[config.mk]
export PLATFORM = sky130hd
export DESIGN_NAME = mem_arbiter_flat
export DESIGN_NICKNAME = d
export VERILOG_FILES = /design/src/rtl/mem_arbiter_if.sv /design/src/rtl/mem_arbiter.sv /design/src/flat_wrapper.sv
export SDC_FILE = /design/constraint.sdc
export NUM_CORES = 1
export LEC_CHECK = 0
export CAP_MARGIN = 20
export CORE_AREA = 2 2 155 157
export CTS_CLUSTER_SIZE = 14
export DETAILED_ROUTE_END_ITERATION = 8
export DIE_AREA = 0 0 157 159
export GPL_TIMING_DRIVEN = 1
export MAX_ROUTING_LAYER = met4
export PLACE_DENSITY_LB_ADDON = 0.15
export SLEW_MARGIN = 20
export SYNTH_ARGS = -nofsm -noshare
export SYNTH_HDL_FRONTEND = slang
export SYNTH_SLANG_ARGS = --single-unit
[constraint.sdc]
create_clock -name clk -period 3.34 [get_ports clk]
set_input_delay 0.668 -clock clk [delete_from_list [all_inputs] [get_ports clk]]
set_output_delay 0.668 -clock clk [all_outputs]
set_load 0.01 [all_outputs]
[src/rtl/mem_arbiter_if.sv]
// mem_arbiter_if: requester, MemCtrl and control signals of the memory arbiter.
// The slave modport is the arbiter side; the master modport is the environment side.
// Optional macro MEM_ARB_STATS_EN adds the statistics counter outputs.
// ICACHE_LINE_WID sets the fetch line width (defaults to 64 if not defined).
`ifndef ICACHE_LINE_WID
`define ICACHE_LINE_WID 64
`endif

interface mem_arbiter_if;
  logic                        rdy;
  logic                        rollback;

  logic                        if_req;
  logic [31:0]                 if_pc;
  logic                        if_done;
  logic [`ICACHE_LINE_WID-1:0] if_line;

  logic                        lsb_req;
  logic                        lsb_wr;
  logic [31:0]                 lsb_a;
  logic [2:0]                  lsb_l;
  logic [31:0]                 lsb_w;
  logic                        lsb_done;
  logic [31:0]                 lsb_r;

  logic                        mc_if_en;
  logic [31:0]                 mc_if_pc;
  logic                        mc_lsb_en;
  logic                        mc_lsb_wr;
  logic [31:0]                 mc_lsb_a;
  logic [2:0]                  mc_lsb_l;
  logic [31:0]                 mc_lsb_w;

  logic                        mc_if_done;
  logic [`ICACHE_LINE_WID-1:0] mc_if_data;
  logic                        mc_lsb_done;
  logic [31:0]                 mc_lsb_r;

`ifdef MEM_ARB_STATS_EN
  logic [31:0]                 stat_if_grants;
  logic [31:0]                 stat_lsb_grants;
  logic [31:0]                 stat_if_wait;
`endif

  modport slave (
    input  rdy, rollback,
    input  if_req, if_pc,
    output if_done, if_line,
    input  lsb_req, lsb_wr, lsb_a, lsb_l, lsb_w,
    output lsb_done, lsb_r,
    output mc_if_en, mc_if_pc,
    output mc_lsb_en, mc_lsb_wr, mc_lsb_a, mc_lsb_l, mc_lsb_w,
    input  mc_if_done, mc_if_data, mc_lsb_done, mc_lsb_r
`ifdef MEM_ARB_STATS_EN
    , output stat_if_grants, stat_lsb_grants, stat_if_wait
`endif
  );

  modport master (
    output rdy, rollback,
    output if_req, if_pc,
    input  if_done, if_line,
    output lsb_req, lsb_wr, lsb_a, lsb_l, lsb_w,
    input  lsb_done, lsb_r,
    input  mc_if_en, mc_if_pc,
    input  mc_lsb_en, mc_lsb_wr, mc_lsb_a, mc_lsb_l, mc_lsb_w,
    output mc_if_done, mc_if_data, mc_lsb_done, mc_lsb_r
`ifdef MEM_ARB_STATS_EN
    , input stat_if_grants, stat_lsb_grants, stat_if_wait
`endif
  );
endinterface

[src/rtl/mem_arbiter.sv]
// mem_arbiter: shares one MemCtrl between the instruction fetch unit and the
// load/store buffer, one transaction outstanding at a time. LSB has priority
// unless the fetch side has been passed over STARVE_LIMIT times in a row.
// Optional macro MEM_ARB_STATS_EN adds grant and fetch-wait counters.
//
// state     | meaning
// ----------+-------------------------------------------------------------
// S_IDLE    | no transaction; grant decided this cycle unless rollback
// S_BUSY_IF | fetch issued to MemCtrl, waiting for mc_if_done
// S_BUSY_LS | load/store issued to MemCtrl, waiting for mc_lsb_done
// S_DRAIN   | fetch flushed, MemCtrl still finishing it; data discarded
// S_GAP     | one idle cycle for MemCtrl to clear its done flag
module mem_arbiter #(
  parameter int unsigned STARVE_LIMIT = 4
) (
  input  logic          clk,
  input  logic          rst,
  mem_arbiter_if.slave  bus
);
  localparam int unsigned LW = `ICACHE_LINE_WID;
  localparam int unsigned SW = $clog2(STARVE_LIMIT + 1);
  localparam logic [SW-1:0] STARVE_MAX = SW'(STARVE_LIMIT);

  typedef enum logic [2:0] {
    S_IDLE    = 3'd0,
    S_BUSY_IF = 3'd1,
    S_BUSY_LS = 3'd2,
    S_DRAIN   = 3'd3,
    S_GAP     = 3'd4
  } state_t;

  state_t          state_q, state_d;
  logic [SW-1:0]   starve_q, starve_d;
  logic            mc_if_en_q, mc_if_en_d;
  logic [31:0]     mc_if_pc_q, mc_if_pc_d;
  logic            mc_lsb_en_q, mc_lsb_en_d;
  logic            mc_lsb_wr_q, mc_lsb_wr_d;
  logic [31:0]     mc_lsb_a_q, mc_lsb_a_d;
  logic [2:0]      mc_lsb_l_q, mc_lsb_l_d;
  logic [31:0]     mc_lsb_w_q, mc_lsb_w_d;
  logic            if_done_q, if_done_d;
  logic [LW-1:0]   if_line_q, if_line_d;
  logic            lsb_done_q, lsb_done_d;
  logic [31:0]     lsb_r_q, lsb_r_d;
  logic            gnt_if, gnt_ls;

`ifdef MEM_ARB_STATS_EN
  logic [31:0]     stat_if_grants_q, stat_if_grants_d;
  logic [31:0]     stat_lsb_grants_q, stat_lsb_grants_d;
  logic [31:0]     stat_if_wait_q, stat_if_wait_d;
`endif

  // Next-state, grant selection and MemCtrl handshake
  always_comb begin
    state_d     = state_q;
    starve_d    = starve_q;
    mc_if_en_d  = mc_if_en_q;
    mc_if_pc_d  = mc_if_pc_q;
    mc_lsb_en_d = mc_lsb_en_q;
    mc_lsb_wr_d = mc_lsb_wr_q;
    mc_lsb_a_d  = mc_lsb_a_q;
    mc_lsb_l_d  = mc_lsb_l_q;
    mc_lsb_w_d  = mc_lsb_w_q;
    if_done_d   = 1'b0;
    if_line_d   = if_line_q;
    lsb_done_d  = 1'b0;
    lsb_r_d     = lsb_r_q;
    gnt_if      = 1'b0;
    gnt_ls      = 1'b0;

    case (state_q)
      S_IDLE: begin
        if (!bus.rollback) begin
          if (bus.if_req && (starve_q == STARVE_MAX)) gnt_if = 1'b1;
          else if (bus.lsb_req)                       gnt_ls = 1'b1;
          else if (bus.if_req)                        gnt_if = 1'b1;
        end
      end
      S_BUSY_IF: begin
        if (bus.rollback) begin
          // a done arriving with the flush has already been consumed, skip DRAIN
          mc_if_en_d = 1'b0;
          state_d    = bus.mc_if_done ? S_GAP : S_DRAIN;
        end else if (bus.mc_if_done) begin
          mc_if_en_d = 1'b0;
          if_line_d  = bus.mc_if_data;
          if_done_d  = 1'b1;
          state_d    = S_GAP;
        end
      end
      S_BUSY_LS: begin
        if (bus.mc_lsb_done) begin
          // a store always completes; a flushed load returns nothing
          mc_lsb_en_d = 1'b0;
          lsb_done_d  = mc_lsb_wr_q || !bus.rollback;
          if (!mc_lsb_wr_q && !bus.rollback) lsb_r_d = bus.mc_lsb_r;
          state_d     = S_GAP;
        end else if (bus.rollback && !mc_lsb_wr_q) begin
          mc_lsb_en_d = 1'b0;
          state_d     = S_GAP;
        end
      end
      S_DRAIN: begin
        if (bus.mc_if_done) state_d = S_GAP;
      end
      S_GAP:   state_d = S_IDLE;
      default: state_d = S_IDLE;
    endcase

    if (gnt_if) begin
      state_d    = S_BUSY_IF;
      mc_if_en_d = 1'b1;
      mc_if_pc_d = bus.if_pc;
    end
    if (gnt_ls) begin
      state_d     = S_BUSY_LS;
      mc_lsb_en_d = 1'b1;
      mc_lsb_wr_d = bus.lsb_wr;
      mc_lsb_a_d  = bus.lsb_a;
      mc_lsb_l_d  = bus.lsb_l;
      mc_lsb_w_d  = bus.lsb_w;
    end

    if (!bus.if_req || gnt_if)                   starve_d = '0;
    else if (gnt_ls && (starve_q != STARVE_MAX)) starve_d = starve_q + SW'(1);
  end

`ifdef MEM_ARB_STATS_EN
  // Free-running, wrapping statistics
  always_comb begin
    stat_if_grants_d  = stat_if_grants_q + {31'd0, gnt_if};
    stat_lsb_grants_d = stat_lsb_grants_q + {31'd0, gnt_ls};
    stat_if_wait_d    = stat_if_wait_q + {31'd0, (bus.if_req && (state_q != S_BUSY_IF))};
  end
`endif

  // State registers; reset wins over rdy, rdy low freezes everything
  always_ff @(posedge clk) begin
    if (!rst) begin
      state_q     <= S_IDLE;
      starve_q    <= '0;
      mc_if_en_q  <= 1'b0;
      mc_if_pc_q  <= '0;
      mc_lsb_en_q <= 1'b0;
      mc_lsb_wr_q <= 1'b0;
      mc_lsb_a_q  <= '0;
      mc_lsb_l_q  <= '0;
      mc_lsb_w_q  <= '0;
      if_done_q   <= 1'b0;
      if_line_q   <= '0;
      lsb_done_q  <= 1'b0;
      lsb_r_q     <= '0;
`ifdef MEM_ARB_STATS_EN
      stat_if_grants_q  <= '0;
      stat_lsb_grants_q <= '0;
      stat_if_wait_q    <= '0;
`endif
    end else if (bus.rdy) begin
      state_q     <= state_d;
      starve_q    <= starve_d;
      mc_if_en_q  <= mc_if_en_d;
      mc_if_pc_q  <= mc_if_pc_d;
      mc_lsb_en_q <= mc_lsb_en_d;
      mc_lsb_wr_q <= mc_lsb_wr_d;
      mc_lsb_a_q  <= mc_lsb_a_d;
      mc_lsb_l_q  <= mc_lsb_l_d;
      mc_lsb_w_q  <= mc_lsb_w_d;
      if_done_q   <= if_done_d;
      if_line_q   <= if_line_d;
      lsb_done_q  <= lsb_done_d;
      lsb_r_q     <= lsb_r_d;
`ifdef MEM_ARB_STATS_EN
      stat_if_grants_q  <= stat_if_grants_d;
      stat_lsb_grants_q <= stat_lsb_grants_d;
      stat_if_wait_q    <= stat_if_wait_d;
`endif
    end
  end

  assign bus.mc_if_en  = mc_if_en_q;
  assign bus.mc_if_pc  = mc_if_pc_q;
  assign bus.mc_lsb_en = mc_lsb_en_q;
  assign bus.mc_lsb_wr = mc_lsb_wr_q;
  assign bus.mc_lsb_a  = mc_lsb_a_q;
  assign bus.mc_lsb_l  = mc_lsb_l_q;
  assign bus.mc_lsb_w  = mc_lsb_w_q;
  assign bus.if_done   = if_done_q;
  assign bus.if_line   = if_line_q;
  assign bus.lsb_done  = lsb_done_q;
  assign bus.lsb_r     = lsb_r_q;
`ifdef MEM_ARB_STATS_EN
  assign bus.stat_if_grants  = stat_if_grants_q;
  assign bus.stat_lsb_grants = stat_lsb_grants_q;
  assign bus.stat_if_wait    = stat_if_wait_q;
`endif
endmodule

[src/flat_wrapper.sv]
// flat-port wrapper written by rule: the top's interface ports become plain ports
module mem_arbiter_flat 
#(
  parameter int unsigned STARVE_LIMIT = 4
)
  (clk, rst, bus_rdy, bus_rollback, bus_if_req, bus_if_pc, bus_if_done, bus_if_line, bus_lsb_req, bus_lsb_wr, bus_lsb_a, bus_lsb_l, bus_lsb_w, bus_lsb_done, bus_lsb_r, bus_mc_if_en, bus_mc_if_pc, bus_mc_lsb_en, bus_mc_lsb_wr, bus_mc_lsb_a, bus_mc_lsb_l, bus_mc_lsb_w, bus_mc_if_done, bus_mc_if_data, bus_mc_lsb_done, bus_mc_lsb_r);
  mem_arbiter_if bus_i ();
  input  logic clk;
  input  logic rst;
  input wire logic [$bits(bus_i.rdy)-1:0] bus_rdy;
  input wire logic [$bits(bus_i.rollback)-1:0] bus_rollback;
  input wire logic [$bits(bus_i.if_req)-1:0] bus_if_req;
  input wire logic [$bits(bus_i.if_pc)-1:0] bus_if_pc;
  output wire logic [$bits(bus_i.if_done)-1:0] bus_if_done;
  output wire logic [$bits(bus_i.if_line)-1:0] bus_if_line;
  input wire logic [$bits(bus_i.lsb_req)-1:0] bus_lsb_req;
  input wire logic [$bits(bus_i.lsb_wr)-1:0] bus_lsb_wr;
  input wire logic [$bits(bus_i.lsb_a)-1:0] bus_lsb_a;
  input wire logic [$bits(bus_i.lsb_l)-1:0] bus_lsb_l;
  input wire logic [$bits(bus_i.lsb_w)-1:0] bus_lsb_w;
  output wire logic [$bits(bus_i.lsb_done)-1:0] bus_lsb_done;
  output wire logic [$bits(bus_i.lsb_r)-1:0] bus_lsb_r;
  output wire logic [$bits(bus_i.mc_if_en)-1:0] bus_mc_if_en;
  output wire logic [$bits(bus_i.mc_if_pc)-1:0] bus_mc_if_pc;
  output wire logic [$bits(bus_i.mc_lsb_en)-1:0] bus_mc_lsb_en;
  output wire logic [$bits(bus_i.mc_lsb_wr)-1:0] bus_mc_lsb_wr;
  output wire logic [$bits(bus_i.mc_lsb_a)-1:0] bus_mc_lsb_a;
  output wire logic [$bits(bus_i.mc_lsb_l)-1:0] bus_mc_lsb_l;
  output wire logic [$bits(bus_i.mc_lsb_w)-1:0] bus_mc_lsb_w;
  input wire logic [$bits(bus_i.mc_if_done)-1:0] bus_mc_if_done;
  input wire logic [$bits(bus_i.mc_if_data)-1:0] bus_mc_if_data;
  input wire logic [$bits(bus_i.mc_lsb_done)-1:0] bus_mc_lsb_done;
  input wire logic [$bits(bus_i.mc_lsb_r)-1:0] bus_mc_lsb_r;
  assign bus_i.rdy = bus_rdy;
  assign bus_i.rollback = bus_rollback;
  assign bus_i.if_req = bus_if_req;
  assign bus_i.if_pc = bus_if_pc;
  assign bus_if_done = bus_i.if_done;
  assign bus_if_line = bus_i.if_line;
  assign bus_i.lsb_req = bus_lsb_req;
  assign bus_i.lsb_wr = bus_lsb_wr;
  assign bus_i.lsb_a = bus_lsb_a;
  assign bus_i.lsb_l = bus_lsb_l;
  assign bus_i.lsb_w = bus_lsb_w;
  assign bus_lsb_done = bus_i.lsb_done;
  assign bus_lsb_r = bus_i.lsb_r;
  assign bus_mc_if_en = bus_i.mc_if_en;
  assign bus_mc_if_pc = bus_i.mc_if_pc;
  assign bus_mc_lsb_en = bus_i.mc_lsb_en;
  assign bus_mc_lsb_wr = bus_i.mc_lsb_wr;
  assign bus_mc_lsb_a = bus_i.mc_lsb_a;
  assign bus_mc_lsb_l = bus_i.mc_lsb_l;
  assign bus_mc_lsb_w = bus_i.mc_lsb_w;
  assign bus_i.mc_if_done = bus_mc_if_done;
  assign bus_i.mc_if_data = bus_mc_if_data;
  assign bus_i.mc_lsb_done = bus_mc_lsb_done;
  assign bus_i.mc_lsb_r = bus_mc_lsb_r;
  mem_arbiter #(.STARVE_LIMIT(STARVE_LIMIT)) u_core (.clk(clk), .rst(rst), .bus(bus_i));
endmodule
* After elaboration in Yosys (flattened, before gate mapping) *
Cells that the tools add are included.

storage, ports and cells
  register bits = 206
  logic and storage cells = 77
  output and inout bits = 200

operators by class
  add/sub/neg operators = 1
  multiplexer cells = 32
  reductions and logical operators = 23
  bitwise gates (word level) = 1
  eq/ne operators = 7

operators by type and width
  operator             count
  $mux 3               9
  $mux 1               22
  $pmux 3 s4           1
  $reduce_and 3->1     3
  $reduce_and 4->1     2
  $eq 3x2->1 const B   2
  $reduce_and 2->1     3
  $reduce_bool 2->1    3
  $reduce_bool 3->1    2
  $ne 5x2->1 const B   1
  $logic_and 1x1->1    4
  $add 3x1->3 const B  1
  $eq 3x1->1 const B   1
  $eq 3x3->1 const B   1
  $logic_not 1->1      3
  $logic_not 3->1      1
  $ne 3x1->1 const B   1
  $ne 3x3->1 const B   1
  $logic_or 1x1->1     2
  $not 1->1            1

* Longest topological paths before layout *
Gate-level depths: netlist of run 1.

  depth in word-level cells = 8
  mapped depth = 9
  mapped depth without buffers = 6

* Worst setup path after synthesis of run 1 *
No wires, ideal clock.

  kind = input to register
  from = input port bus_rdy
  to = register u_core.mc_lsb_w_q[21] (netlist: u_core.bus.mc_lsb_w[21])
  arrival time = 1682 ps
  setup slack = 1542 ps
  setup time = 116 ps
  data required time = 3224 ps
  buffers on the path = 2
  stages on the path = 6
  path through = nor3b_4 nand4_1 buf_2 clkbuf_1 nand2_1 a21boi_1

between the ends
  cells in the longest elaborated chain, start to end = 1

RTL lines
  what                        RTL line            RTL
  start, declared             flat_wrapper.sv:10  input wire logic [$bits(bus_i.rdy)-1:0] bus_rdy;
  $reduce_and 2->1 (no line)  --
  end signal, assigned        mem_arbiter.sv:167  mc_lsb_w_q <= mc_lsb_w_d;
  end, declared               mem_arbiter.sv:40   logic [31:0] mc_lsb_w_q, mc_lsb_w_d;

Every way passes these cells.
A chain may end at the register's enable or synchronous reset.

* Worst setup path in the final report of run 1 *
  from = input port bus_rdy
  to = register u_core.mc_lsb_a_q[20] (netlist: u_core.bus.mc_lsb_a[20])

between the ends
  cells in the longest elaborated chain, start to end = 1

RTL lines
  what                        RTL line            RTL
  $reduce_and 2->1 (no line)  --
  end signal, assigned        mem_arbiter.sv:165  mc_lsb_a_q <= mc_lsb_a_d;
  end, declared               mem_arbiter.sv:38   logic [31:0] mc_lsb_a_q, mc_lsb_a_d;

Every way passes these cells.

==> qor.yml, run 1 <==
reg2reg_depth: 5
cts_made_buffers: 24
num_rows: 56
p_per_area_nw_per_um2: 458.6
arrival_ns: 2.63
synth_seq_area_share_pct: 52.77
endpoint: "u_core.bus.mc_lsb_a[20]"
die_y_um: 159
ff2ff_setup_slack_ns: 1.35
synth_area_leaders: "dfxtp_1 (53%), nand2_1 (19%), a21boi_0 (17%)"
crit_type: "in -> reg"
r2r_start: "u_core.state_q[1]"
cts_setup_buffers: 0
yosysWarnings: 0
hold_slack_ns: 0.4506
drc: 0
nNetsFinal: 1504
post-route-period-util_pct: 66.07
synth_top_family_by_area: "simple AND/OR/NAND/NOR gates"
finClkSkew_ns: 0.01086
synth_nets: 1132
place.port_buffers: 403
p_clk_share_pct: 48.3
start_kind: "input pin"
syn_to_final_growth_pct: 65.72
synthMuxAreaShare_pct: 0.2562
synth_area_um2: 7815
grt_max_degree: 78
dpl.hpwl_um: 17680
synth-compound-area-share_pct: 20.33
cts_tree: "built"
ys_seq_elements: 206
hold_viol_final: 0
syn_area_per_cell_um2: 8.440
p_leak_nw: 4.414
worstPathRequired_ns: 3.77
drv_slew: 0
vias_per_cell: 4.488
regToRegEndpoint: "u_core.bus.mc_lsb_a[20]"
firstDrtPassIters: 4
synth_cells: 926
synth_top_cell_by_area: "dfxtp_1"
crit_cells: 6
wirelength_um: 25450
cp_num_buf_inv: 2
ios: 404
gp_congestion: 0.8027
cts_resized: 0
hp-class: "reg -> reg"
period_minus_slack_ns: 2.207
grt_pass1_vias: 7088
ant_nets: 0
cts_sinks: 206
crit_start: "bus_rdy"
clkLatencyLatePin_ns: 0.51
switching_share_pct: 21.22
nFillCells: 2187
clk_path_buf_depth: 3
via_count: 7338
drive_above_1_share_pct: 4.711
outcome: "complete, no violations"
start_util_pct: 33.70
htreeDepth: 1
setup_viol: 0
power_switching_mw: 1.260
worst_slew_pin_slew_ns: 0.6436
cts_hold_buf: 0
crit_family: "buffers and inverters"
path_cells: "clkdlybuf4s50_1 > nor3b_4 > and4_2 > buf_4 > nand2_1 > a21boi_0"
regArea_um2: 4124
synth_fa_ha_area_share_pct: 0.3202
synth_flop_cell: "dfxtp_1"
crit_path_max_incr_delay_ns: 0.54
max_freq_ghz: 0.4532
crit_slowest_cell: "clkdlybuf4s50_1"
relSlewSlack_pct: 57.09
worstPathMaxFanout: 37
synth_top_cell_area_share_pct: 52.77
die-area_um2: 24960
clk_pin_slew_ns: 0.06
n_antenna_cell: 0
yosys.area_share.simple_pct: 21.68
fin_setup_tns_ns: 0
coreArea_um2: 23190
grt_pass1_wl_um: 39190
p_comb_share_pct: 9.1
drt_iter0_drc: 340
wire_per_inst_um: 15.56
async_flop_share_pct: 0
synth_cell_types: 35
vdd_drop_max_mv: 0.3386
end_kind: "flip-flop"
synth_edf_count: 0
grt-ovfl-total: 0
power.internal_mw: 4.679
maxCapViolCount: 0
die_w_um: 157
grt_use_total_pct: 20.24
multiInputGateArea_um2: 3344
rsz0062_at_grt: "false"
p_seq_share_pct: 42.5
clockRootBuffer: "clkbuf_16"
synthXorXnorAreaFrac_pct: 0.1121
grt_antenna_before_repair: 0
==> tightest hold or removal path: stages (launching register included) <==
cell and delay [ns]:
dfxtp_1 0.30, nand2_1 0.05, a21boi_1 0.05
==> routing by layer <==
| metal | global-route usage [%] | vias to the layer above | part of all wire [%] |
|---|---|---|---|
| met4 | 5.713 | 0 | 2.5 |
| li1 | - | 3736 | - |
| met2 | 33.85 | 264 | 48 |
| met3 | 6.124 | 44 | 8.8 |
| met1 | 23.39 | 3294 | 41 |
| met5 | - | - | 0 |
==> cells in the final DEF (no fill, tap or decap), types with 4 or more instances in the layout <==
cell type / instances
o21ai_0: 4
buf_12: 4
a21boi_1: 18
nand3_1: 5
nand2_1: 395
clkbuf_16: 25
nand4_1: 8
inv_1: 5
buf_4: 10
dfxtp_1: 206
clkdlybuf4s50_1: 402
a21boi_0: 179
clkbuf_8: 7
nor2_1: 5
bufinv_16: 4
clkinv_2: 4
==> cells by family (layout without fill, tap and decap cells) <==
| logic type | Yosys count | after routing |
|---|---|---|
| and+or+nand+nor | 428 | 428 |
| AOI/OAI and AO/OA | 212 | 212 |
| DFF | 206 | 206 |
| buffers and inverters | 75 | 465 |
| adders and majority gates | 2 | 2 |
| muxes | 2 | 2 |
| xor gates and xnor gates | 1 | 1 |
==> synth_stat cells, types with 4 or more instances <==
cell type and n:
clkbuf_1 37, nand4_1 8, a21boi_0 179, nand2_1 395
nor2_1 5, o21ai_0 4, dfxtp_1 206, buf_2 22
inv_1 5, a21boi_1 18, buf_4 8, nand3_1 6
==> power by group through the flow <==
| stage | clock, mW | combinational [mW] | sequential, mW |
|---|---|---|---|
| after floorplan | 0 | 0.154 | 2.60 |
| after global placement | 0 | 0.543 | 2.58 |
| after detailed placement | 0 | 0.545 | 2.58 |
| after CTS | 2.97 | 0.549 | 2.53 |
| after global routing | 3.07 | 0.586 | 2.53 |
| final | 2.87 | 0.542 | 2.53 |
==> cell type report <==
class,count,share of cell area [%]
Clock inverter,10,1.208
Timing Repair Buffer,416,32.27
Inverter,5,0.1449
Clock buffer,34,5.632
Multi-Input combinational cell,645,25.82
Tap cell,319,3.082
Sequential cell,206,31.84
==> metrics by stage <==
step	instance area (µm²)	cells	utilization (%)	setup WS [ns]	total power [mW]
after CTS	12950	1635	55.84	1.114	6.047
final	12950	1635	55.84	1.133	5.939
after detailed placement	12070	1591	52.02	0.6189	3.125
after floorplan	7815	926	-	1.542	2.753
after global routing	12950	1635	55.84	0.9570	6.184
after global placement	12070	1591	52.02	0.6837	3.122
==> sequential cells by signal (all words and copies together) (netlist names) <==
signal                count
u_core.bus.lsb_r         32
u_core.bus.mc_if_pc      32
u_core.bus.mc_lsb_en      1
u_core.bus.mc_if_en       1
u_core.bus.lsb_done       1
u_core.bus.mc_lsb_a      32
u_core.bus.mc_lsb_l       3
u_core.bus.mc_lsb_wr      1
u_core.state_q            3
u_core.bus.if_done        1
u_core.bus.mc_lsb_w      32
u_core.bus.if_line       64
u_core.starve_q           3
==> worst min path at each step <==
stage	cells past startpoint	startpoint	end	slack (ns)
after floorplan	2	u_core.starve_q[1]	u_core.starve_q[1]	0.47
after global placement	2	u_core.bus.mc_lsb_w[26]	u_core.bus.mc_lsb_w[26]	0.44
after detailed placement	2	u_core.bus.mc_lsb_w[21]	u_core.bus.mc_lsb_w[21]	0.44
after CTS	2	u_core.bus.mc_lsb_w[21]	u_core.bus.mc_lsb_w[21]	0.45
after global routing	2	u_core.bus.mc_lsb_w[21]	u_core.bus.mc_lsb_w[21]	0.47
final	2	u_core.bus.mc_if_pc[9]	u_core.bus.mc_if_pc[9]	0.45
No activity file was read; power rests on OpenSTA's default activity.
==> run 2: changes to the inputs <==
--- a/config.mk
+++ b/config.mk
@@ -6,10 +6,10 @@
 export NUM_CORES = 1
 export LEC_CHECK = 0
 export CAP_MARGIN = 20
-export CORE_AREA = 2 2 155 157
+export CORE_AREA = 2 2 156 158
 export CTS_CLUSTER_SIZE = 14
 export DETAILED_ROUTE_END_ITERATION = 8
-export DIE_AREA = 0 0 157 159
+export DIE_AREA = 0 0 158 160
 export GPL_TIMING_DRIVEN = 1
 export MAX_ROUTING_LAYER = met4
 export PLACE_DENSITY_LB_ADDON = 0.15
==> constraint.sdc (replaced) <==
create_clock -name clk -period 2.2 [get_ports clk]
set_input_delay 0.44 -clock clk [delete_from_list [all_inputs] [get_ports clk]]
set_output_delay 0.44 -clock clk [all_outputs]
set_load 0.01 [all_outputs]
==> run 2 against run 1 <==
Against the previous run:
- cell count is 0.92% higher
- cell area is 0.88% higher
- combinational power increased by 56%
- via count is 0.52% higher
- non-clock buffer count grew 9
- die area up 1.3%
- sequential power up 52%
- first-iteration DRC count down 13%
- critical path type is now reg -> out
- largest cell class unchanged
==> qor.yml, run 2 (synthesized netlist as in run 1, its figures left out) <==
worstPathRequired_ns: 1.76  # -2.01 ns
post-route-period-util_pct: 88.67
cts_sinks: 206  # unchanged
rsz0062_at_grt: "false"
vdd_drop_max_mv: 0.6987  # +110%
nFillCells: 2221  # +1.6%
max_freq_ghz: 0.5126
grt_use_total_pct: 19.41  # -0.83 points
drt_iter0_drc: 297  # -13%
clkLatencyLatePin_ns: 0.51  # about the same
end_kind: "output port"
crit_start: "u_core.bus.mc_lsb_wr"
num_rows: 57  # +1.8%
grt-ovfl-total: 0  # unchanged
fin_setup_tns_ns: 0  # unchanged
crit_type: "reg -> out"
cts_tree: "built"
htreeDepth: 1  # unchanged
worst_slew_pin_slew_ns: 0.3867  # -0.2570 ns
cts_made_buffers: 24  # unchanged
die-area_um2: 25280  # +1.3%
drive_above_1_share_pct: 5.132  # +0.42 points
wirelength_um: 25100  # -1.4%
p_total_mw: 8.723  # +47%
ant_nets: 0  # unchanged
post-place-ws_ns: 0.09487  # -0.5241 ns
ios: 404  # unchanged
place.port_buffers: 403  # unchanged
fin_cells: 1650  # +0.92%
relSlewSlack_pct: 74.22  # +17 points
placed_cells_incl_taps: 1605  # +0.88%
post-route-util_pct: 54.85  # -0.99 points
grt_antenna_before_repair: 1  # +1
via_count: 7376  # +0.52%
vias_per_cell: 4.470  # -0.40%
largest_reg_flops: 64  # unchanged
fin_ws_ns: 0.2492  # -0.8842 ns
start_util_pct: 32.81  # -0.89 points
crit_slowest_cell: "clkdlybuf4s50_1"
cp_num_buf_inv: 1  # -1
hold_viol_final: 0  # unchanged
finClkSkew_ns: 0.01531  # +0.004445 ns
grt_pass1_vias: 7070  # -0.25%
firstDrtPassIters: 4  # unchanged
dpl.hpwl_um: 17570  # -0.66%
coreArea_um2: 23820  # +2.7%
grt_pass1_wl_um: 38150  # -2.6%
path_cells: "clkdlybuf4s50_1"
cts_resized: 0  # unchanged
die_w_um: 158  # +0.64%
crit_path_max_incr_delay_ns: 0.61  # +0.07 ns
crit_family: "buffers and inverters"
outcome: "complete, no violations"
grt_max_degree: 67  # -14%
clockRootBuffer: "clkbuf_16"
final_common_cell: "clkdlybuf4s50_1"
start_kind: "flip-flop"
wire_per_inst_um: 15.21  # -2.3%
hold_start: "rst"
cts_hold_buf: 0  # unchanged
worstPathMaxFanout: 4  # -89%
syn_to_final_growth_pct: 67.18
hp-class: "in -> reg"
arrival_ns: 1.51  # -1.12 ns
r2r_start: "u_core.starve_q[0]"
clk_pin_slew_ns: 0.06  # about the same
period_minus_slack_ns: 1.951
cts_setup_buffers: 0  # unchanged
drc: 0  # unchanged
die_y_um: 160  # +0.63%
p_leak_nw: 4.464  # +1.1%
setup_viol: 0  # unchanged
nNetsFinal: 1513  # +0.60%
final_cell_mix: "clkdlybuf4s50_1 (402), nand2_1 (395), dfxtp_1 (206), a21boi_0 (179), clkbuf_16 (25)"
drv_slew: 0  # unchanged
clk_path_buf_depth: 3  # unchanged
gp_congestion: 0.8219  # +2.4%
maxCapViolCount: 0  # unchanged
p_per_area_nw_per_um2: 667.7  # +46%
-- run 2: per-stage QoR --
stage                     instance area, µm²  hold WS (ns)
final                                  13070        0.3816
after global routing                   13070        0.3735
after CTS                              13060        0.3523
after detailed placement               12250        0.4460
after global placement                 12250        0.4403
after floorplan                         7815        0.4693
-- run 2: layout make-up --
type	instances	area, µm²	share of cell area, %
sequential	206	4124	31.56
clock inverter	9	97.59	0.7470
timing repair buffer	425	4359	33.37
inverter	5	18.77	0.1437
clock buffer	35	713.2	5.459
antenna	1	2.502	0.01915
tap	324	405.4	3.103
multi-input combinational	645	3344	25.60
-- run 2: power breakdown --
group / internal, mW / switching [mW]
clock network: 2.48 / 1.56
registers: 3.80 / 0.0368
logic: 0.550 / 0.297
-- run 2: path summary, 6_finish.rpt --
path	end	slack [ns]	depth (start not counted)
min reg2reg	u_core.bus.mc_lsb_w[24]	0.45	2
max reg2reg	u_core.bus.mc_lsb_a[5]	0.53	7
max	bus_mc_lsb_wr	0.25	1
min	u_core.bus.mc_if_en	0.38	2
-- run 2: layer usage --
| metal | wire length [µm] | vias to the layer above | GRT usage [%] |
|---|---|---|---|
| met5 | 0 | - | - |
| met4 | 721 | 0 | 6.470 |
| met3 | 2268 | 48 | 5.645 |
| met2 | 11820 | 274 | 32.09 |
| met1 | 10290 | 3292 | 22.49 |
| li1 | - | 3762 | - |
